<file path="config.mk">
export PLATFORM = sky130hd
export DESIGN_NAME = frm_timing_rx_flat
export DESIGN_NICKNAME = d
export VERILOG_FILES = /design/src/rtl/frm_timing_rx_if.sv /design/src/rtl/frm_timing_rx.sv /design/src/flat_wrapper.sv
export SDC_FILE = /design/constraint.sdc
export NUM_CORES = 1
export LEC_CHECK = 0
export BUFFER_PORTS_ARGS = -buffer_cell sky130_fd_sc_hd__buf_4
export CORE_MARGIN = 5
export CORE_UTILIZATION = 47
export DETAILED_ROUTE_END_ITERATION = 8
export GPL_TIMING_DRIVEN = 0
export PLACE_DENSITY_LB_ADDON = 0.15
export SYNTH_ARGS = -nofsm -noshare
export SYNTH_HDL_FRONTEND = slang
export SYNTH_SLANG_ARGS = --single-unit
</file>
<file path="constraint.sdc">
create_clock -name pixclk -period 2.67 [get_ports pixclk]
set_input_delay 0.1335 -clock pixclk [delete_from_list [all_inputs] [get_ports pixclk]]
set_output_delay 0.1335 -clock pixclk [all_outputs]
set_load 0.05 [all_outputs]
</file>
<file path="src/rtl/frm_timing_rx_if.sv">
`default_nettype none
// ============================================================================
//  Module   : frm_timing_rx_if
//  Brief    : Frame-source side (lval/fval) and qualified-pixel side
//             (pix_vld, coordinates, sof/eof) of the frame timing receiver.
//  Revision : 1.0  initial release
// ============================================================================
interface frm_timing_rx_if;
    logic        lval;
    logic        fval;
    logic        pix_vld;
    logic [11:0] pix_x;
    logic [11:0] pix_y;
    logic        sof;
    logic        eof;

    // Frame source / downstream consumer view
    modport master (
        output lval, fval,
        input  pix_vld, pix_x, pix_y, sof, eof
    );

    // Receiver view
    modport slave (
        input  lval, fval,
        output pix_vld, pix_x, pix_y, sof, eof
    );
endinterface
`default_nettype wire

</file>
<file path="src/rtl/frm_timing_rx.sv">
`default_nettype none
// ============================================================================
//  Module   : frm_timing_rx
//  Brief    : Line/frame-valid timing receiver. Locks onto the frame source,
//             qualifies active pixels with x/y coordinates, measures line
//             width and frame height, and optionally flags size mismatches.
//  Options  : FRM_TIMING_RX_CHK_EN - enables the width/height compare and the
//             sticky err_width/err_height flags (tied low otherwise).
//  Revision : 1.0  initial release
// ============================================================================
module frm_timing_rx #(
    parameter int EXP_WIDTH  = 1920,
    parameter int EXP_HEIGHT = 1080
) (
    input  wire logic         pixclk,
    input  wire logic         rst,
    input  wire logic         en,
    frm_timing_rx_if.slave    bus,
    output logic [11:0]       meas_width,
    output logic [11:0]       meas_height,
    output logic              meas_vld,
    output logic              locked,
    output logic              err_width,
    output logic              err_height,
    input  wire logic         err_clr
);

    localparam logic [1:0]  ST_UNLOCK = 2'd0;
    localparam logic [1:0]  ST_ARMED  = 2'd1;
    localparam logic [1:0]  ST_FRAME  = 2'd2;
    localparam logic [11:0] CNT_MAX   = 12'hFFF;

    logic [1:0]  state;
    logic [1:0]  state_nxt;
    logic        lval_d;
    logic        fval_d;
    logic [11:0] x_cnt;
    logic [11:0] y_cnt;

    logic        frame_start;
    logic        frame_end;
    logic        pix_take;
    logic        line_end;
    logic        line_inc;
    logic [11:0] height_now;

    function automatic logic [11:0] sat_inc(input logic [11:0] v);
        return (v == CNT_MAX) ? v : v + 12'd1;
    endfunction

    // Edges compare the current sample against the previous enabled sample
    wire fval_rise = bus.fval & ~fval_d;
    wire fval_fall = ~bus.fval & fval_d;
    wire lval_fall = ~bus.lval & lval_d;

    // State register; advances only on enabled cycles
    always_ff @(posedge pixclk or posedge rst) begin
        if (rst) state <= ST_UNLOCK;
        else if (en) state <= state_nxt;
    end

    // Next state: a frame already in progress at lock time is skipped by
    // requiring fval low before arming for the next rising edge
    always_comb begin
        state_nxt = state;
        case (state)
            ST_UNLOCK: if (!bus.fval) state_nxt = ST_ARMED;
            ST_ARMED:  if (fval_rise) state_nxt = ST_FRAME;
            ST_FRAME:  if (fval_fall) state_nxt = ST_ARMED;
            default:   state_nxt = ST_UNLOCK;
        endcase
    end

    // Decoded per-cycle events; a line truncated by fval falling still ends
    always_comb begin
        frame_start = en && (state == ST_ARMED) && fval_rise;
        frame_end   = en && (state == ST_FRAME) && fval_fall;
        pix_take    = en && (state == ST_FRAME) && bus.lval && bus.fval;
        line_end    = en && (state == ST_FRAME) && lval_d && (!bus.lval || !bus.fval);
        line_inc    = en && (state == ST_FRAME) && lval_fall && bus.fval;
        height_now  = lval_d ? sat_inc(y_cnt) : y_cnt;
    end

    // Sample registers, counters, pixel qualifier, pulses and measurements
    always_ff @(posedge pixclk or posedge rst) begin
        if (rst) begin
            lval_d      <= 1'b0;
            fval_d      <= 1'b0;
            x_cnt       <= '0;
            y_cnt       <= '0;
            bus.pix_vld <= 1'b0;
            bus.pix_x   <= '0;
            bus.pix_y   <= '0;
            bus.sof     <= 1'b0;
            bus.eof     <= 1'b0;
            meas_vld    <= 1'b0;
            meas_width  <= '0;
            meas_height <= '0;
            locked      <= 1'b0;
        end else begin
            bus.pix_vld <= pix_take;
            bus.sof     <= frame_start;
            bus.eof     <= frame_end;
            meas_vld    <= frame_end;
            if (en) begin
                lval_d <= bus.lval;
                fval_d <= bus.fval;
            end
            if (pix_take) begin
                bus.pix_x <= x_cnt;
                bus.pix_y <= y_cnt;
                x_cnt     <= sat_inc(x_cnt);
            end else if (en) begin
                x_cnt <= '0;
            end
            if (frame_start)   y_cnt <= '0;
            else if (line_inc) y_cnt <= sat_inc(y_cnt);
            if (line_end) meas_width <= x_cnt;
            if (frame_end) begin
                meas_height <= height_now;
                locked      <= 1'b1;
            end
        end
    end

`ifdef FRM_TIMING_RX_CHK_EN
    localparam logic [11:0] EXP_W = 12'(EXP_WIDTH);
    localparam logic [11:0] EXP_H = 12'(EXP_HEIGHT);

    // Sticky mismatch flags; a new mismatch wins over a same-cycle clear
    always_ff @(posedge pixclk or posedge rst) begin
        if (rst) begin
            err_width  <= 1'b0;
            err_height <= 1'b0;
        end else begin
            if (line_end && (x_cnt != EXP_W)) err_width <= 1'b1;
            else if (err_clr)                 err_width <= 1'b0;
            if (frame_end && (height_now != EXP_H)) err_height <= 1'b1;
            else if (err_clr)                       err_height <= 1'b0;
        end
    end
`else
    logic [24:0] unused_cfg;
    assign unused_cfg = {err_clr, 12'(EXP_WIDTH), 12'(EXP_HEIGHT)};
    assign err_width  = 1'b0;
    assign err_height = 1'b0;
`endif

endmodule
`default_nettype wire

</file>
<file path="src/flat_wrapper.sv">
// flat-port wrapper written by rule: the top's interface ports become plain ports
module frm_timing_rx_flat 
#(
    parameter int EXP_WIDTH  = 1920,
    parameter int EXP_HEIGHT = 1080
)
  (pixclk, rst, en, meas_width, meas_height, meas_vld, locked, err_width, err_height, err_clr, bus_lval, bus_fval, bus_pix_vld, bus_pix_x, bus_pix_y, bus_sof, bus_eof);
  frm_timing_rx_if bus_i ();
  input  wire logic pixclk;
  input  wire logic rst;
  input  wire logic en;
  output logic [11:0] meas_width;
  output logic [11:0] meas_height;
  output logic meas_vld;
  output logic locked;
  output logic err_width;
  output logic err_height;
  input  wire logic err_clr;
  input wire logic [$bits(bus_i.lval)-1:0] bus_lval;
  input wire logic [$bits(bus_i.fval)-1:0] bus_fval;
  output wire logic [$bits(bus_i.pix_vld)-1:0] bus_pix_vld;
  output wire logic [$bits(bus_i.pix_x)-1:0] bus_pix_x;
  output wire logic [$bits(bus_i.pix_y)-1:0] bus_pix_y;
  output wire logic [$bits(bus_i.sof)-1:0] bus_sof;
  output wire logic [$bits(bus_i.eof)-1:0] bus_eof;
  assign bus_i.lval = bus_lval;
  assign bus_i.fval = bus_fval;
  assign bus_pix_vld = bus_i.pix_vld;
  assign bus_pix_x = bus_i.pix_x;
  assign bus_pix_y = bus_i.pix_y;
  assign bus_sof = bus_i.sof;
  assign bus_eof = bus_i.eof;
  frm_timing_rx #(.EXP_WIDTH(EXP_WIDTH), .EXP_HEIGHT(EXP_HEIGHT)) u_core (.pixclk(pixclk), .rst(rst), .en(en), .bus(bus_i), .meas_width(meas_width), .meas_height(meas_height), .meas_vld(meas_vld), .locked(locked), .err_width(err_width), .err_height(err_height), .err_clr(err_clr));
endmodule
</file>
Word-level counts from Yosys, hierarchy flattened
Index checks and enable logic that the tools add are counted.
{"block": "classes", "add_sub_neg": 2, "eq_ne": 8, "n_mux": 11, "bitwise": 6, "n_reduce_logical": 18}
{"operator": "two-way mux 12 bit", "n": 7}
{"operator": "adder 12 x 1 -> 12 bit, second input constant", "n": 2}
{"operator": "equality test 12 bit, second input constant", "n": 2}
{"operator": "logical AND 1 bit", "n": 10}
{"operator": "two-way mux 2 bit", "n": 3}
{"operator": "one-hot mux 2 bit (3 select lines)", "n": 1}
{"operator": "!= test 2 x 1 -> 1 bit, second input constant", "n": 2}
{"operator": "!= test 2 bit, second input constant", "n": 2}
{"operator": "AND reduction 4 bit", "n": 1}
{"operator": "nonzero test 2 bit", "n": 2}
{"operator": "bitwise AND 1 bit", "n": 3}
{"operator": "inverter 1 bit", "n": 3}
{"operator": "equality test 2 x 1 -> 1 bit, second input constant", "n": 1}
{"operator": "equality test 2 bit, second input constant", "n": 1}
{"operator": "zero test 1 bit", "n": 2}
{"operator": "zero test 2 bit", "n": 1}
{"operator": "AND reduction 2 bit", "n": 1}
{"operator": "logical OR 1 bit", "n": 1}
{"block": "totals", "register_bits": 80, "input_bits": 6, "output_inout_bits": 55, "word_cells": 58}

Longest topological paths before layout
Gate-level depths: netlist of run 1.
{"block": "depth", "word_depth": 6, "mapped_depth": 6}

Worst setup path after synthesis of run 1
No wires, ideal clock.
{"block": "synth_path", "path_type": "register to register", "start": "reg u_core.x_cnt[0]", "end": "reg u_core.x_cnt[3]", "arrival_ns": 1.591, "t_required_ns": 2.591, "setup_slack_ns": 0.999, "path_stages_with_launch": 6, "path_buffers": 0, "period_less_slack_ns": 1.671, "path_cell_list": "dfrtp_1 ha_1 nand2_1 or4_1 nand3_1 mux2i_1"}
{"block": "synth_between", "elab_chain_len": 3}
{"element": "from (decl)", "line": "frm_timing_rx.sv:37", "rtl": "logic [11:0] x_cnt;"}
{"element": "from (signal assigned)", "line": "frm_timing_rx.sv:112", "rtl": "x_cnt <= sat_inc(x_cnt);"}
{"element": "adder 12 x 1 -> 12 bit or equality test 12 bit (tied branches)", "line": "frm_timing_rx.sv:48", "rtl": "return (v == CNT_MAX) ? v : v + 12'd1;"}
{"element": "two-way mux 12 bit or != test 2 bit (tied branches)"}
{"element": "two-way mux 12 bit or AND reduction 2 bit (tied branches)"}
Parallel ways exist; a longest one is shown, timed or not. The select of a mux whose other input is x is not followed.
A chain may end at the register's enable or synchronous reset.

Worst setup path in the final report of run 1
{"block": "layout_path", "start": "reg u_core.y_cnt[0]", "end": "reg u_core.y_cnt[6]"}
{"block": "layout_between", "elab_chain_len": 4}
{"element": "from (decl)", "line": "frm_timing_rx.sv:38", "rtl": "logic [11:0] y_cnt;"}
{"element": "from (signal assigned)", "line": "frm_timing_rx.sv:117", "rtl": "else if (line_inc) y_cnt <= sat_inc(y_cnt);"}
{"element": "adder 12 x 1 -> 12 bit or equality test 12 bit (tied branches)", "line": "frm_timing_rx.sv:48"}
{"element": "two-way mux 12 bit *"}
{"element": "two-way mux 12 bit *", "line": "frm_timing_rx.sv:117"}
{"element": "two-way mux 12 bit *", "line": "frm_timing_rx.sv:116", "rtl": "if (frame_start) y_cnt <= '0;"}
Every way passes the cells marked *; elsewhere a longest branch is shown, timed or not. The select of a mux whose other input is x is not followed.

==> results of run 1 <==
==> metrics by stage <==
step	setup slack [ns]	power, mW
global route	0.425	3.47
floorplan	0.485	2.13
global placement	-0.497	2.41
detailed placement	0.641	2.43
finish	0.532	3.30
CTS	0.618	3.32
==> worst max-delay path, delay by kind of cell, from the launching register on <==
family,cells,cell delay [ns]
simple gates,3,0.90
compound gates,1,0.30
fa+ha+maj,1,0.32
flops,1,0.51
==> sequential cells by signal (all words and copies together), names as in the netlist <==
register and flops:
u_core.bus.pix_x 12, u_core.bus.pix_y 12, u_core.meas_height 12, u_core.meas_width 12, u_core.x_cnt 12, u_core.y_cnt 12
u_core.state 2, u_core.bus.eof 1, u_core.bus.pix_vld 1, u_core.bus.sof 1, u_core.fval_d 1, u_core.locked 1
u_core.lval_d 1
==> power by group through the flow <==
stage | Clock (mW) | Sequential [mW] | Combinational (mW)
after global placement | 0 | 1.50 | 0.907
after detailed placement | 0 | 1.50 | 0.922
after global routing | 0.975 | 1.51 | 0.985
after floorplan | 0 | 1.84 | 0.299
after CTS | 0.918 | 1.48 | 0.925
final | 0.904 | 1.48 | 0.916
==> layout make-up <==
type                            instances  area (sq um)  area share (%)
Tap cell                              102           128            2.78
Clock buffer                           11           141            3.08
Buffer                                 25           120            2.62
Multi-Input combinational cell        274          1620            35.4
Inverter                               12          47.5            1.04
Clock inverter                          5          56.3            1.23
Sequential cell                        80          2000            43.7
Timing Repair Buffer                   59           465            10.2
==> per-layer routing <==
metal,share of wire [%],vias to the layer above,track usage (%),wire [microns]
li1,-,1536,-,-
met1,45,1503,25.9,4050
met2,47,94,30.4,4260
met3,5.5,15,4.42,494
met4,2.0,0,8.09,180
met5,0,-,0,0
==> Yosys cell counts, types with 3 or more instances <==
master    number  area [sq um]
o211ai_1       7          52.6
a21oi_1       11          55.1
nor2_1        12          45.0
nand3_1       18          90.1
buf_2         11          55.1
mux2i_1        5          50.1
clkbuf_1       9          33.8
buf_4          3          22.5
and4_1         5          43.8
o311ai_0       3          26.3
nand2_1       91           342
a31oi_1        9          56.3
or4_1          5          37.5
dfrtp_1       80          2000
o21ai_0       29           145
and3_1         5          31.3
inv_1         10          37.5
o31ai_1        4          30.0
a22o_1         3          26.3
nor3_1         5          25.0
o41ai_1        3          26.3
nand4_1        5          31.3
mux2_2        10           113
==> final timing paths <==
check / depth (start not counted) / startpoint / end / slack [ns]
worst max-delay path: 5 / u_core.y_cnt[0] / u_core.y_cnt[6] / 0.53
worst min-delay path: 3 / bus_lval / u_core.lval_d / 0.02
worst max register to register: 5 / u_core.y_cnt[0] / u_core.y_cnt[6] / 0.53
worst min register to register: 1 / u_core.locked / u_core.locked / 0.48
max in group asynchronous: 4 / rst / u_core.meas_height[4] / 1.79
min in group asynchronous: 3 / rst / u_core.state[1] / 0.31
==> logic make-up after synthesis <==
family                     count (synthesis)
AOI/OAI and AO/OA                         84
xor gates and xnor gates                   3
adders and majority gates                  2
buffers and inverters                     37
DFF                                       80
muxes                                     15
other                                      1
and+or+nand+nor                          168
==> flow_summary.json, run 1 <==
{
  "status": "completed",
  "fp.dieH_microns": 99.8,
  "combPwrFrac_pct": 27.8,
  "p_int_mw": 2.10,
  "power.density_nw_per_um2": 720,
  "drv_cap": 0,
  "grt_util_all_layers_pct": 19.4,
  "whs_ns": 0.0234,
  "utilization_pct": 59.0,
  "drtPass1Iterations": 5,
  "clock_latency_ns": 0.36,
  "place_inst": 551,
  "n_antenna_cell": 0,
  "total_leakage_power_nw": 2.25,
  "avgSynthCellArea_sq_um": 9.71,
  "finish.net_count": 469,
  "synth_simple_gate_area_share_pct": 22.2,
  "wl_mm": 8.98,
  "finalSetupTns_ns": 0,
  "critPathMaxStageDelay_ns": 0.51,
  "final.min_clock_period_ns": 2.14,
  "postCtsHoldBufs": 1,
  "p_sw_share_pct": 36.5,
  "cts_resized": 0,
  "drive_gt1_share_pct": 23.4,
  "antenna_found_initial": 0,
  "synth_top_family_by_area": "simple AND/OR/NAND/NOR gates",
  "synthAdderAreaFrac_pct": 0.661,
  "synth_compound_gate_area_share_pct": 14.8,
  "die_w_microns": 99.8,
  "synth-edff-count": 0,
  "tritoncts": "done",
  "cts.path.max_buffers": 2,
  "synth_xor_area_share_pct": 0.694,
  "place.gp.congestion": 0.865,
  "cts_sinks": 80,
  "end_kind": "register",
  "grt_max_degree": 54,
  "synth_cell_types": 59,
  "root_buffer": "clkbuf_8",
  "overflow": 0,
  "critical_path.slowest_cell": "dfrtp_1",
  "vias": 3148,
  "yosysSeqAreaShare_pct": 52.9,
  "stdcell_count": 568,
  "cts_setup_buffers": 0,
  "clkPwrFrac_pct": 27.4,
  "rsz0062_at_grt": "false",
  "postSynthCellCount": 390,
  "dp_hpwl_mm": 6.48,
  "critPathKind": "register to register",
  "finalInstanceArea_sq_um": 4580,
  "skew_ns": 0.00483,
  "seq_power_share_pct": 44.9,
  "fmax_mhz": 468,
  "row_count": 32,
  "finalHoldViolations": 0,
  "start_util_pct": 48.7,
  "timing.final.crit_share_pct": 80.1,
  "final_cell_mix": "91 x nand2_1, 80 x dfrtp_1, 60 x buf_4",
  "path_cells": "ha_1, nand3_2, nor3_2, nor2_1, a311oi_1",
  "place_area_sq_um": 4380,
  "drtIter0Drc": 175,
  "cts_made_buffers": 9,
  "die-area_sq_um": 9950,
  "wl_per_cell_microns": 15.8,
  "hp-class": "input pin to register",
  "synth_warnings": 0,
  "finalMaxSlewViolations": 0,
  "io_pins": 61,
  "muxShareOfSynthArea_pct": 4.30,
  "final_common_cell": "nand2_1",
  "cp_data_required_time_ns": 2.92,
  "finalSetupViolCount": 0,
  "grt_pass1_wl_mm": 15.5,
  "cp.arrival_ns": 2.39,
  "cp-start-kind": "register",
  "path_clk_slew_ns": 0.08,
  "worstPathMaxFanout": 10,
  "power_switching_mw": 1.20,
  "nFillCells": 679,
  "antenna_left": 0,
  "cts_htree_levels": 3,
  "area_delta_synth_final_pct": 21.1,
  "syn_area_sq_um": 3790,
  "grt_pass1_vias": 3113,
  "ys.flop_type": "dfrtp_1",
  "core_area_sq_um": 7770,
  "viasPerCell": 5.54,
  "ys_async_sr_fraction_pct": 100,
  "portBuffers": 57,
  "drc": 0,
  "ys_seq_elements": 80,
  "vdd_ir_drop_max_v": 0.000398
}
Note: power is estimated with default switching activity, not from simulation.
==> inputs of run 2 (changes only) <==
Clock period 2.67 ns to 2.2 ns, I/O delays scaled along.
==> flow_summary.json, run 2 (synthesized netlist as in run 1, its figures left out) <==
{
  "vdd_ir_drop_max_v": 0.000484,
  "met2_usage_pct": 30.5,
  "path_clk_slew_ns": 0.08,
  "antenna_found_initial": 0,
  "finalHoldViolations": 0,
  "rrSetupSlack_ns": 0.17,
  "die-area_sq_um": 9950,
  "use_met1_pct": 25.8,
  "cts_htree_levels": 3,
  "power.density_nw_per_um2": 872,
  "cp.arrival_ns": 2.29,
  "dp_hpwl_mm": 6.48,
  "place_area_sq_um": 4380,
  "drc": 0,
  "cp-start-kind": "register",
  "whs_ns": 0.0301,
  "nFillCells": 678,
  "use_met3_pct": 4.42,
  "wl_mm": 9.01,
  "grt-busiest-layer": "met2",
  "final_cell_mix": "91 x nand2_1, 80 x dfrtp_1, 60 x buf_4",
  "place.gp.congestion": 0.865,
  "multiInputGateArea_sq_um": 1630,
  "cts_made_buffers": 9,
  "cts_setup_buffers": 0,
  "viasPerCell": 5.57,
  "hp-class": "input pin to register",
  "portBuffers": 57,
  "core_area_sq_um": 7770,
  "finalInstanceArea_sq_um": 4600,
  "vias": 3171,
  "finish.net_count": 470,
  "cp_data_required_time_ns": 2.45,
  "seqCellArea_sq_um": 2000,
  "drive_gt1_share_pct": 23.3,
  "timing.final.crit_share_pct": 92.3,
  "critPathKind": "register to register",
  "die_w_microns": 99.8,
  "cts_sinks": 80,
  "utilization_pct": 59.2,
  "start_util_pct": 48.7,
  "worstPathMaxFanout": 10,
  "grt_pass1_vias": 3119,
  "end_kind": "register",
  "drv_cap": 0,
  "tritoncts": "done",
  "fp.dieH_microns": 99.8,
  "row_count": 32,
  "finalSetupTns_ns": 0,
  "grt_max_degree": 54,
  "final.min_clock_period_ns": 2.03,
  "finalSetupViolCount": 0,
  "fmax_mhz": 493,
  "clock_latency_ns": 0.36,
  "grt_pass1_wl_mm": 15.5,
  "stdcell_count": 569,
  "rsz0062_at_grt": "false",
  "finalMaxSlewViolations": 0,
  "wl_per_cell_microns": 15.8,
  "drtPass1Iterations": 5,
  "drtIter0Drc": 192,
  "cts.path.max_buffers": 2,
  "io_pins": 61,
  "overflow": 0,
  "place_inst": 551,
  "n_antenna_cell": 0,
  "grt_util_all_layers_pct": 19.4,
  "root_buffer": "clkbuf_8",
  "final_common_cell": "nand2_1",
  "status": "completed",
  "antenna_left": 0,
  "area_delta_synth_final_pct": 21.5,
  "total_leakage_power_nw": 2.27,
  "skew_ns": 0.00545
}
## run 2: changes by cell type in the layout (fill, tap and decap cells not counted), sizes merged
cell,before,now
dlygate4sd3,1,2
## run 2: timing repair
action,4_1_cts,5_1_grt
endpoints found under the setup margin,0,2
hold buffers,2,0
gates resized for setup,0,1
endpoints found under the hold margin,28,0
## run 2: where the power goes
part	total (mW)	internal [mW]	switching (mW)
clock network	1.10	0.554	0.544
logic	1.11	0.343	0.771
registers	1.80	1.65	0.146
total	4.01	2.55	1.46
## run 2: layout make-up
cell class                 count  share of cell area, %
clock buffer                  11                   3.07
timing repair buffer          60                   10.3
tap                          102                   2.77
buffer                        25                   2.61
clock inverter                 5                   1.22
inverter                      12                   1.03
multi-input combinational    274                   35.4
sequential                    80                   43.5
## run 2: final timing paths
| path | start | end | cells past startpoint |
|---|---|---|---|
| setup / recovery | u_core.y_cnt[0] | u_core.y_cnt[6] | 5 |
| hold / removal | bus_fval | u_core.state[1] | 2 |
| setup reg to reg | u_core.y_cnt[0] | u_core.y_cnt[6] | 5 |
| hold reg to reg | u_core.locked | u_core.locked | 1 |
| max in group asynchronous | rst | u_core.meas_height[4] | 4 |
| min in group asynchronous | rst | u_core.state[1] | 3 |
## run 2: per-stage QoR
step           total power, mW  setup slack (ns)
3_3_place_gp              2.92            -0.943
4_1_cts                   4.04             0.148
6_report                  4.01             0.170
2_1_floorplan             2.59            0.0383
3_5_place_dp              2.95             0.171
5_1_grt                   4.21            0.0313
## run 2: routing by layer
| layer | wire length, microns | share of wire [%] |
|---|---|---|
| met1 | 4050 | 45 |
| met2 | 4240 | 47 |
| met3 | 536 | 5.9 |
| met4 | 191 | 2.1 |
| met5 | 0 | 0 |
## run 2: worst max-delay path: stages, from the launching register on
cell,delay (ns)
dfrtp_1,0.51
ha_1,0.32
nand3_2,0.27
nor3_4,0.39
nor2_1,0.14
a311oi_1,0.29
==> inputs of run 3 (changes only) <==
Settings changed: ABC_CLOCK_PERIOD_IN_PS from default to 2200, CORE_ASPECT_RATIO from default to 0.9.
==> flow_summary.json, run 3 (synthesized netlist as in run 1, its figures left out) <==
{
  "seqCellArea_sq_um": 2000,
  "min_to": "u_core.state[1]",
  "cts_made_buffers": 9,
  "skew_ns": 0.00702,
  "r2r.worst_path.cells": 5,
  "grt_pass1_vias": 3047,
  "holdPathStages": 2,
  "stdcell_count": 565,
  "drc": 0,
  "die-area_sq_um": 9950,
  "utilization_pct": 57.5,
  "drv_cap": 0,
  "root_buffer": "clkbuf_8",
  "worstHoldStart": "bus_fval",
  "drtIter0Drc": 147,
  "rrSetupSlack_ns": 0.19,
  "grt_util_all_layers_pct": 19.2,
  "r2r-start": "u_core.y_cnt[0]",
  "die_w_microns": 105,
  "rsz0062_at_grt": "false",
  "final.min_clock_period_ns": 2.01,
  "total_leakage_power_nw": 2.25,
  "io_pins": 61,
  "drtPass1Iterations": 4,
  "nFillCells": 705,
  "finish.net_count": 470,
  "cts_setup_buffers": 0,
  "power_mw": 3.88,
  "finalSetupViolCount": 0,
  "place.gp.congestion": 0.915,
  "n_antenna_cell": 0,
  "row_count": 31,
  "cp_data_required_time_ns": 2.44,
  "cts_htree_levels": 3,
  "end_kind": "register",
  "multiInputGateArea_sq_um": 1630,
  "final_common_cell": "nand2_1",
  "area_delta_synth_final_pct": 20.7,
  "cp-start-kind": "register",
  "tritoncts": "done",
  "start_util_pct": 47.6,
  "hp-class": "input pin to register",
  "final_cell_mix": "91 x nand2_1, 80 x dfrtp_1, 60 x buf_4",
  "grt_pass1_wl_mm": 15.4,
  "cts.path.max_buffers": 2,
  "grt_max_degree": 55,
  "grt-busiest-layer": "met2",
  "use_met3_pct": 4.74,
  "clock_latency_ns": 0.35,
  "viasPerCell": 5.55,
  "fp.dieH_microns": 95.1,
  "path_clk_slew_ns": 0.08,
  "portBuffers": 57,
  "wl_mm": 9.10,
  "use_met1_pct": 27.7,
  "status": "completed",
  "power.density_nw_per_um2": 850,
  "vdd_ir_drop_max_v": 0.000507,
  "tightest_slew_ns": 0.525,
  "met2_usage_pct": 29.1,
  "place_inst": 548,
  "timing.final.crit_share_pct": 91.4,
  "cts_sinks": 80,
  "whs_ns": 0.0420,
  "cp.arrival_ns": 2.25,
  "core_area_sq_um": 7950,
  "finalMaxSlewViolations": 0,
  "slew-limit-headroom_pct": 65.0,
  "critPathKind": "register to register",
  "antenna_found_initial": 0,
  "drive_gt1_share_pct": 23.4,
  "wl_per_cell_microns": 16.1,
  "worstPathMaxFanout": 10,
  "vias": 3135,
  "r2r_end": "u_core.y_cnt[0]",
  "overflow": 0,
  "antenna_left": 0,
  "finalHoldViolations": 0,
  "dp_hpwl_mm": 6.43,
  "fmax_mhz": 497
}
-- run 3: changes by cell type in the layout (fill, tap and decap cells not counted) --
cell and change:
clkinvlp_4 +1, clkbuf_1 -1, bufinv_16 -1
-- run 3: area by class of cell --
cell class,count,area share [%]
flip-flops and latches,80,43.8
multi-input cells,274,35.7
repair buffers,60,10.4
clock buffers,10,3.01
well taps,99,2.71
plain buffers,25,2.63
inverters,12,1.04
clock inverters,5,0.739
-- run 3: layer usage --
layer  wire [microns]  share of wire, %  vias to the layer above
met5                0                 0                        -
met3              511               5.6                        9
met1             4390                48                     1495
met2             4100                45                       95
li1                 -                 -                     1536
met4               94               1.0                        0
-- run 3: worst max path at each step --
| stage | startpoint | endpoint | slack, ns |
|---|---|---|---|
| floorplan | rst | u_core.bus.eof | 0.04 |
| global placement | rst | u_core.bus.pix_y[5] | -0.94 |
| detailed placement | u_core.y_cnt[0] | u_core.y_cnt[0] | 0.13 |
| CTS | u_core.y_cnt[0] | u_core.y_cnt[0] | 0.11 |
| global route | u_core.y_cnt[0] | u_core.y_cnt[0] | 0.02 |
| finish | u_core.y_cnt[0] | u_core.y_cnt[0] | 0.19 |
-- run 3: stage by stage --
step                area [sq um]  setup WS [ns]  setup TNS, ns
finish                      4570          0.190              0
floorplan                   3790         0.0383              0
detailed placement          4370          0.134              0
global route                4570         0.0236              0
global placement            4340         -0.943         -75.16
CTS                         4560          0.108              0
-- run 3: power breakdown --
part / switching (mW) / internal, mW
Clock: 0.540 / 0.432
Sequential: 0.142 / 1.65
Combinational: 0.775 / 0.343
Total: 1.46 / 2.43
-- run 3: what timing repair did --
action                                 CTS  global route
hold buffers                             2             0
setup endpoints to repair                0             2
endpoints found under the hold margin   27             0
resized for setup                        0             1
-- run 3: critical path, cell delays in order, from the launching register on --
cell and delay [ns]:
dfrtp_1 0.50, ha_1 0.31, nand3_2 0.27, nor3_4 0.38
nor2_1 0.15, mux2_2 0.28
